### config.mk
export PLATFORM = sky130hd
export DESIGN_NAME = clock_set_ctrl
export DESIGN_NICKNAME = d
export VERILOG_FILES = /design/src/rtl/clock_set_ctrl.sv
export SDC_FILE = /design/constraint.sdc
export NUM_CORES = 1
export LEC_CHECK = 0
export CAP_MARGIN = 20
export CORE_MARGIN = 2
export CORE_UTILIZATION = 57
export CTS_CLUSTER_SIZE = 40
export DETAILED_ROUTE_END_ITERATION = 10
export PLACE_DENSITY = 0.8
export SYNTH_ARGS = -nofsm -noshare
export SYNTH_HDL_FRONTEND = slang
export SYNTH_SLANG_ARGS = --single-unit
### constraint.sdc
create_clock -name clk -period 2 [get_ports clk]
set_input_delay 0.4 -clock clk [delete_from_list [all_inputs] [get_ports clk]]
set_output_delay 0.4 -clock clk [all_outputs]
set_load 0.05 [all_outputs]
### src/rtl/clock_set_ctrl.sv
// ---------------------------------------------------------------------------
// clock_set_ctrl
//   Time-setting controller for the HH:MM:SS clock datapath. Mode key walks
//   RUN -> SET_HH -> SET_MM -> SET_SS -> RUN; increment key bumps the field
//   being edited in a private BCD snapshot. Leaving SET_SS with the mode key
//   issues a one-cycle load of the snapshot. An idle timeout in any set state
//   abandons the edit and returns to RUN without a load.
//
// Ports
//   clk, rst_n   : system clock, asynchronous active-low reset
//   key_mode     : debounced mode key, 1-cycle pulse
//   key_inc      : debounced increment key, 1-cycle pulse
//   time_in      : live BCD time {hh_t,hh_u,mm_t,mm_u,ss_t,ss_u}
//   run_en       : 1 = counter may advance, 0 = hold
//   load_en      : 1-cycle strobe, counter loads load_time
//   load_time    : edited BCD time (meaningful while load_en=1)
//   blink_mask   : per-digit blank flags, bit5=hh_t .. bit0=ss_u
//   mode_state   : 0 RUN, 1 SET_HH, 2 SET_MM, 3 SET_SS
// ---------------------------------------------------------------------------
module clock_set_ctrl #(
  parameter int BLINK_HALF   = 25_000_000,
  parameter int IDLE_TIMEOUT = 500_000_000
) (
  input  logic        clk,
  input  logic        rst_n,
  input  logic        key_mode,
  input  logic        key_inc,
  input  logic [23:0] time_in,
  output logic        run_en,
  output logic        load_en,
  output logic [23:0] load_time,
  output logic [5:0]  blink_mask,
  output logic [1:0]  mode_state
);

  localparam int CNT_MAX = (BLINK_HALF > IDLE_TIMEOUT) ? BLINK_HALF : IDLE_TIMEOUT;
  localparam int CW      = (CNT_MAX > 2) ? $clog2(CNT_MAX) : 1;
  localparam logic [CW-1:0] BLINK_LAST = CW'(BLINK_HALF - 1);
  localparam logic [CW-1:0] IDLE_LAST  = CW'(IDLE_TIMEOUT - 1);

  typedef enum logic [1:0] {
    ST_RUN    = 2'd0,
    ST_SET_HH = 2'd1,
    ST_SET_MM = 2'd2,
    ST_SET_SS = 2'd3
  } state_e;

  state_e        state_q, state_d;
  logic [23:0]   edit_q, edit_d;
  logic          load_en_q, load_en_d;
  logic [23:0]   load_time_q, load_time_d;
  logic [5:0]    blink_mask_q, blink_mask_d;
  logic          run_en_q, run_en_d;
  logic [CW-1:0] blink_cnt_q, blink_cnt_d;
  logic          phase_q, phase_d;
  logic [CW-1:0] idle_cnt_q, idle_cnt_d;
  logic          key_any;

  // BCD +1 with wrap. Any value at/above the limit, or with a non-BCD
  // nibble, wraps to 00 so a corrupted snapshot can always be recovered.
  function automatic logic [7:0] bcd_inc(input logic [7:0] v, input logic [7:0] lim);
    if (v[7:4] > 4'd9 || v[3:0] > 4'd9 || v >= lim) begin
      return 8'h00;
    end else if (v[3:0] == 4'd9) begin
      return {v[7:4] + 4'd1, 4'd0};
    end else begin
      return {v[7:4], v[3:0] + 4'd1};
    end
  endfunction

  assign key_any = key_mode | key_inc;

  always_comb begin
    state_d     = state_q;
    edit_d      = edit_q;
    load_en_d   = 1'b0;
    load_time_d = load_time_q;
    blink_cnt_d = blink_cnt_q;
    phase_d     = phase_q;
    idle_cnt_d  = idle_cnt_q;

    // Mode always takes precedence; a coincident increment is dropped.
    case (state_q)
      ST_RUN: begin
        if (key_mode) begin
          edit_d  = time_in;
          state_d = ST_SET_HH;
        end
      end
      ST_SET_HH: begin
        if (key_mode)     state_d = ST_SET_MM;
        else if (key_inc) edit_d[23:16] = bcd_inc(edit_q[23:16], 8'h23);
      end
      ST_SET_MM: begin
        if (key_mode)     state_d = ST_SET_SS;
        else if (key_inc) edit_d[15:8] = bcd_inc(edit_q[15:8], 8'h59);
      end
      ST_SET_SS: begin
        if (key_mode) begin
          state_d     = ST_RUN;
          load_en_d   = 1'b1;
          load_time_d = edit_q;
        end else if (key_inc) begin
          edit_d[7:0] = bcd_inc(edit_q[7:0], 8'h59);
        end
      end
      default: state_d = ST_RUN;
    endcase

    // Abandon the edit after a long stretch with no key activity.
    if (state_q != ST_RUN && !key_any && idle_cnt_q == IDLE_LAST) begin
      state_d = ST_RUN;
    end

    // Any key or state change restarts both timers with digits shown, so
    // the user sees the result of an edit immediately.
    if (state_d == ST_RUN || key_any || state_d != state_q) begin
      blink_cnt_d = '0;
      phase_d     = 1'b0;
      idle_cnt_d  = '0;
    end else begin
      idle_cnt_d = idle_cnt_q + 1'b1;
      if (blink_cnt_q == BLINK_LAST) begin
        blink_cnt_d = '0;
        phase_d     = ~phase_q;
      end else begin
        blink_cnt_d = blink_cnt_q + 1'b1;
      end
    end

    run_en_d = (state_d == ST_RUN);

    blink_mask_d = 6'b000000;
    if (phase_d) begin
      case (state_d)
        ST_SET_HH: blink_mask_d = 6'b110000;
        ST_SET_MM: blink_mask_d = 6'b001100;
        ST_SET_SS: blink_mask_d = 6'b000011;
        default:   blink_mask_d = 6'b000000;
      endcase
    end
  end

  always_ff @(posedge clk or negedge rst_n) begin
    if (!rst_n) begin
      state_q      <= ST_RUN;
      edit_q       <= '0;
      load_en_q    <= 1'b0;
      load_time_q  <= '0;
      blink_mask_q <= '0;
      run_en_q     <= 1'b1;
      blink_cnt_q  <= '0;
      phase_q      <= 1'b0;
      idle_cnt_q   <= '0;
    end else begin
      state_q      <= state_d;
      edit_q       <= edit_d;
      load_en_q    <= load_en_d;
      load_time_q  <= load_time_d;
      blink_mask_q <= blink_mask_d;
      run_en_q     <= run_en_d;
      blink_cnt_q  <= blink_cnt_d;
      phase_q      <= phase_d;
      idle_cnt_q   <= idle_cnt_d;
    end
  end

  assign run_en     = run_en_q;
  assign load_en    = load_en_q;
  assign load_time  = load_time_q;
  assign blink_mask = blink_mask_q;
  assign mode_state = state_q;

endmodule

Yosys cells after proc, flatten, opt, wreduce, memory -nomap -nowiden

Index checks and enable logic that the tools add are counted.

Add/sub/neg operators: 8
$lt $le $gt $ge: 9
Eq/ne operators: 22
Multiplexer cells: 31
Bitwise operators: 2
Reduce and logical (&&, ||, !) cells: 24

Operators by type and width:

| operator                                                          | count |
|---|---|
| 2-to-1 mux 8 bit                                                  | 12 |
| 2-to-1 mux 29 bit                                                 | 3 |
| adder 29 x 1 -> 29 bit, second input constant                     | 2 |
| one-hot mux 8 bit (2 select lines)                                | 3 |
| equality test 29 x 25 -> 1 bit, second input constant             | 1 |
| equality test 29 bit, second input constant                       | 1 |
| adder 4 x 1 -> 4 bit, second input constant                       | 6 |
| greater-than comparator 4 bit, second input constant              | 6 |
| 2-to-1 mux 24 bit                                                 | 1 |
| one-hot mux 6 bit (3 select lines)                                | 1 |
| greater-or-equal comparator 8 x 7 -> 1 bit, second input constant | 2 |
| AND reduction 5 bit                                               | 3 |
| inequality test 2 bit, second input constant                      | 7 |
| equality test 4 bit, second input constant                        | 3 |
| AND reduction 4 bit                                               | 3 |
| 2-to-1 mux 2 bit                                                  | 5 |
| inequality test 3 bit, second input constant                      | 3 |
| equality test 2 bit, second input constant                        | 4 |
| greater-or-equal comparator 8 x 6 -> 1 bit, second input constant | 1 |
| logical OR 1 bit                                                  | 8 |
| one-hot mux 2 bit (4 select lines)                                | 1 |
| nonzero test 2 bit                                                | 4 |
| 2-to-1 mux 6 bit                                                  | 1 |
| equality test 2 x 1 -> 1 bit, second input constant               | 2 |
| other kinds (8)                                                   | 13 |

Register bits: 117
Output and inout port bits: 34

Logic depth before layout (Yosys ltp)

Depth in word-level cells: 10
Gate-level depth with buffers: 8
Mapped depth without buffers: 7

Least setup slack after synthesis

Ideal clock, no wire load.

Kind: register to register
Start: register state_q[0], in the netlist mode_state[0]
End: register edit_q[20]
Library setup time: 0.137 ns
Data arrival time: 1.900 ns
Data required time: 1.863 ns
Path slack: -0.037 ns
Stages on the path, launching flop included: 7
Buffers on the path: 1
Clock period less this slack: 2.037 ns
Path through: dfrtp_1 > clkbuf_1 > nand3b_1 > a21oi_1 > o21ai_1 > a221oi_1 > a21oi_1

Word-level cells in the longest chain between the ends: 3

RTL lines:

| element                                                                  | RTL line | RTL |
|---|---|---|
| start, declared                                                          | 48       | `state_e state_q, state_d;` |
| start signal, assigned                                                   | 156      | `state_q <= state_d;` |
| equality test 2 x 1 -> 1 bit / logical NOT 2 bit (equally long branches) | n/a      |  |
| inequality test 3 bit (no source line) (tied with other cells)           | n/a      |  |
| AND reduction 5 bit (no source line)                                     | n/a      |  |
| end signal, assigned                                                     | 157      | `edit_q <= edit_d;` |
| end, declared                                                            | 49       | `logic [23:0] edit_q, edit_d;` |

Several ways; a longest one is shown, not always the timed one.
A chain may end at the register's enable or synchronous reset.

Final worst setup path

Start: register idle_cnt_q[25]
End: register blink_cnt_q[28]

Word-level cells in the longest chain between the ends: 7

RTL lines:

| element                  | RTL line | RTL |
|---|---|---|
| start, declared          | 56       | `logic [CW-1:0] idle_cnt_q, idle_cnt_d;` |
| start signal, assigned   | 164      | `idle_cnt_q <= idle_cnt_d;` |
| equality test 29 bit (*) | 111      | `if (state_q != ST_RUN && !key_any && idle_cnt_q == IDLE_LAST) begin` |
| logical AND 1 bit (*)    | 111      |  |
| 2-to-1 mux 2 bit (*)     | 111      |  |
| logical NOT 2 bit        | 117      | `if (state_d == ST_RUN \|\| key_any \|\| state_d != state_q) begin` |
| logical OR 1 bit         | 117      |  |
| logical OR 1 bit (*)     | 117      |  |
| 2-to-1 mux 29 bit (*)    | 117      |  |
| via blink_cnt_d[28]      | 54       | `logic [CW-1:0] blink_cnt_q, blink_cnt_d;` |
| end signal, assigned     | 162      | `blink_cnt_q <= blink_cnt_d;` |
| end, declared            | 54       |  |

The timed path passes the listed nets; every way through them passes the cells marked *.

==> impl_results.md <==
- Post-detailed-route via-to-cell ratio: 5.83
- Die Span X: roughly 100 um
- Average footprint of a synthesized cell: 9.69 um2
- Capturing element type of the critical path: register
- Post-layout util: 78.1%
- Post-synthesis cell area: 5750 um2
- Net count, final: 739
- Leakage Power: 3.35 nW
- Internal power: roughly 6 mW
- Actual transition at the worst max-transition pin: 0.641 ns
- Most common cell after layout, fill and taps aside: dfrtp_1
- Status: complete, but fails checks
- Worst Path Arrival: around 2.4 ns
- Clock Sink Count: 114
- TritonCTS clock tree: built
- Root buffer cell: clkbuf_8
- Biggest area consumer among synthesized cells: dfrtp_1
- DP Cell Count: a little over 800
- First-pass detailed-route iteration total: 6
- Final hold violation count: 0
- Number of warning messages in the yosys log: 0
- Final routed wirelength across all metal layers: 14900 um
- Type of the setup path with the least slack: register to register
- Commonest non-fill, non-tap cells in the layout: dfrtp_1, nor2_1, nand2_1
- Vertical die dimension: roughly 100 um
- Top cells by area, synth: dfrtp_1, nor2_1, xor2_1
- Pin count of the biggest net entering global routing: roughly 120
- Combinational cell fraction of total power: around a third
- Number of antenna violations at the first check in global routing: 0
- Via count of the first global-routing pass: 5087
- Via total after detailed routing: 4929
- Placeable core area: roughly 10000 um2
- Switching part of the total power: 40.0%
- Violated checks: setup timing
- I/O pin count: 62
- Crit path max fanout: 8
- Leading register cell type out of synthesis: dfrtp_1
- Accumulated negative setup slack: -0.166 ns
- Period utilization: 101%
- Worst hold path type: primary input to register
- Worst IR Drop VDD: slightly above 0.8 mV
- Critical path launch point type: register
- DRC violations left: 0
- Number of instances in the synthesized netlist: 593
- Final max-slew violation count: 0
- Antenna diode count: 0
- Number of failing setup endpoints in the final timing report: 20
- RePlAce Congestion: about 0.84
- Htree depth: 4
- Layout Skew: 0.00977 ns
- Area fraction of the dominant cell type after synthesis: 49.2%
- Remaining global-route overflow: 0
- Total global-route track usage: 27.8%
- Clock transition at the registers of the reported paths: 0.06 ns
- EDFF count, synth: 0
- Number of buffers between clock root and the deepest sink: 2
- Total die area: about 11000 um2
- R2R Setup Slk: -0.02 ns
- Row Count: 36
- Proportion of layout cells with a drive suffix above 1: 19.9%
- Share of power burned in registers: between 30 and 40%
- Syn nets: 632
- Antenna viol nets, final: 0
- Starting utilization of the core area: 58.8%
- Worst Slack Setup Final: -0.0236 ns
- I/O Buffers: 61
- Share of flip-flops with an asynchronous set or reset after synthesis: 100%
- Power density relative to cell area: 1320 nW/um2
- Highest attainable clock frequency: slightly below 0.5 GHz
- Clock network power share: 31.5%
- Clock latency reported for the late side of the worst-skew pair: 0.52 ns
- Number of distinct library cell variants in the gate-level netlist after synthesis: 55
- Switching Power: 4.04 mW
- Required time at the worst-slack endpoint: 2.40 ns
- Max Cap Viol: 0
- Area delta synth->final: 32.8%
- DRC marker count from the first detailed-route iteration: 430
- Count of placed standard cells in the final layout, fillers left out: between 800 and 900
- Unrepaired setup endpoints after global routing: true
- Slew margin rel.: 57.3%
- TritonCTS Buffers: 17
- Half-perimeter wire length of the detailed placement result: 8990 um
- Final critical-path required period: 2.02 ns
- Average wire per standard cell: 17.7 um
- Post-synthesis sequential area ratio: 49.7%
- Number of synthesized register bits: 114
- First-pass GRT wire length: 24200 um
-- state kept, by name, indices dropped and copies added, names as in the netlist --
signal	count
edit_q	24
run_en	1
mode_state	2
blink_mask	3
idle_cnt_q	29
load_time	24
load_en	1
blink_cnt_q	29
phase_q	1
-- critical path, stage by stage, from the launching register on --
cell and delay (ns):
dfrtp_1 0.41, nor4b_4 0.31, nand4_1 0.14, or4_4 0.53, buf_6 0.15, nand3b_4 0.14, buf_12 0.17, nor2_2 0.05
-- cells by family (layout without fill, tap and decap cells) --
logic type	count (synthesis)	in the layout	synth area share, %
AOI/OAI and AO/OA	90	90	9.52
xor gates and xnor gates	57	57	8.69
adders and majority gates	11	11	2.40
buffers and inverters	43	163	3.59
DFF	114	114	49.7
muxes	12	12	2.35
and+or+nand+nor	266	266	23.8
-- area by class of cell --
class	count	area, um2
tap	133	166
sequential	114	2860
clock buffer	17	414
multi-input combinational	436	2870
clock inverter	15	208
timing repair buffer	114	1050
inverter	17	63.8
fill	610	2140
-- Yosys cell counts, drive strengths merged, types with 3 or more instances --
cell / instances
dfrtp: 113
nor2: 81
nand2: 55
nand3: 39
o21ai: 37
xor2: 34
a21oi: 23
xnor2: 23
nand4: 18
inv: 17
nor3: 16
clkbuf: 15
nor4: 15
mux2: 12
buf: 11
ha: 11
and4: 8
a221oi: 6
nand3b: 6
and3: 5
a22o: 4
nand2b: 4
nor2b: 4
nor4b: 4
or3: 3
-- metrics by stage --
stage	worst slack [ns]	total power, mW	hold slack (ns)	cell area (um2)
finish	-0.0236	10.1	0.437	7630
global route	-0.103	10.6	0.485	7630
CTS	-0.00118	9.95	0.436	7470
detailed placement	-0.0635	6.78	0.469	6780
global placement	-0.00762	6.64	0.465	6780
floorplan	0.0432	5.58	0.104	5750
-- final timing paths --
path,start,to,cells past startpoint
worst max-delay path,idle_cnt_q[25],blink_cnt_q[28],7
worst min-delay path,time_in[15],edit_q[15],3
worst max register to register,idle_cnt_q[25],blink_cnt_q[28],7
worst min register to register,load_time[11],load_time[11],2
max in group asynchronous,rst_n,idle_cnt_q[4],3
min in group asynchronous,rst_n,blink_cnt_q[4],3
-- routing by layer --
layer / part of all wire, % / vias to the layer above / GRT usage, %
met5: 0 / - / 0
met4: 1.9 / 0 / 11.9
met3: 5.4 / 37 / 6.08
met2: 53 / 185 / 47.9
met1: 40 / 2406 / 33.5
li1: - / 2301 / -
-- power groups by stage --
stage / logic [mW] / clock network [mW] / registers [mW]
after floorplan: 1.58 / 0 / 4.00
after global placement: 3.30 / 0 / 3.35
after detailed placement: 3.40 / 0 / 3.38
after CTS: 3.40 / 3.20 / 3.35
after global routing: 3.79 / 3.31 / 3.46
final: 3.52 / 3.18 / 3.39
-- repair_timing --
item | 4_1_cts | 5_1_grt
setup buffers | 1 | 0
gates resized for setup | 36 | 39
hold buffers | 1 | 0
setup endpoints to repair | 93 | 69
hold endpoints to repair | 27 | 0
gates cloned | 2 | 0
pin swaps | 3 | 12
Power figures use the tool's default switching activity.
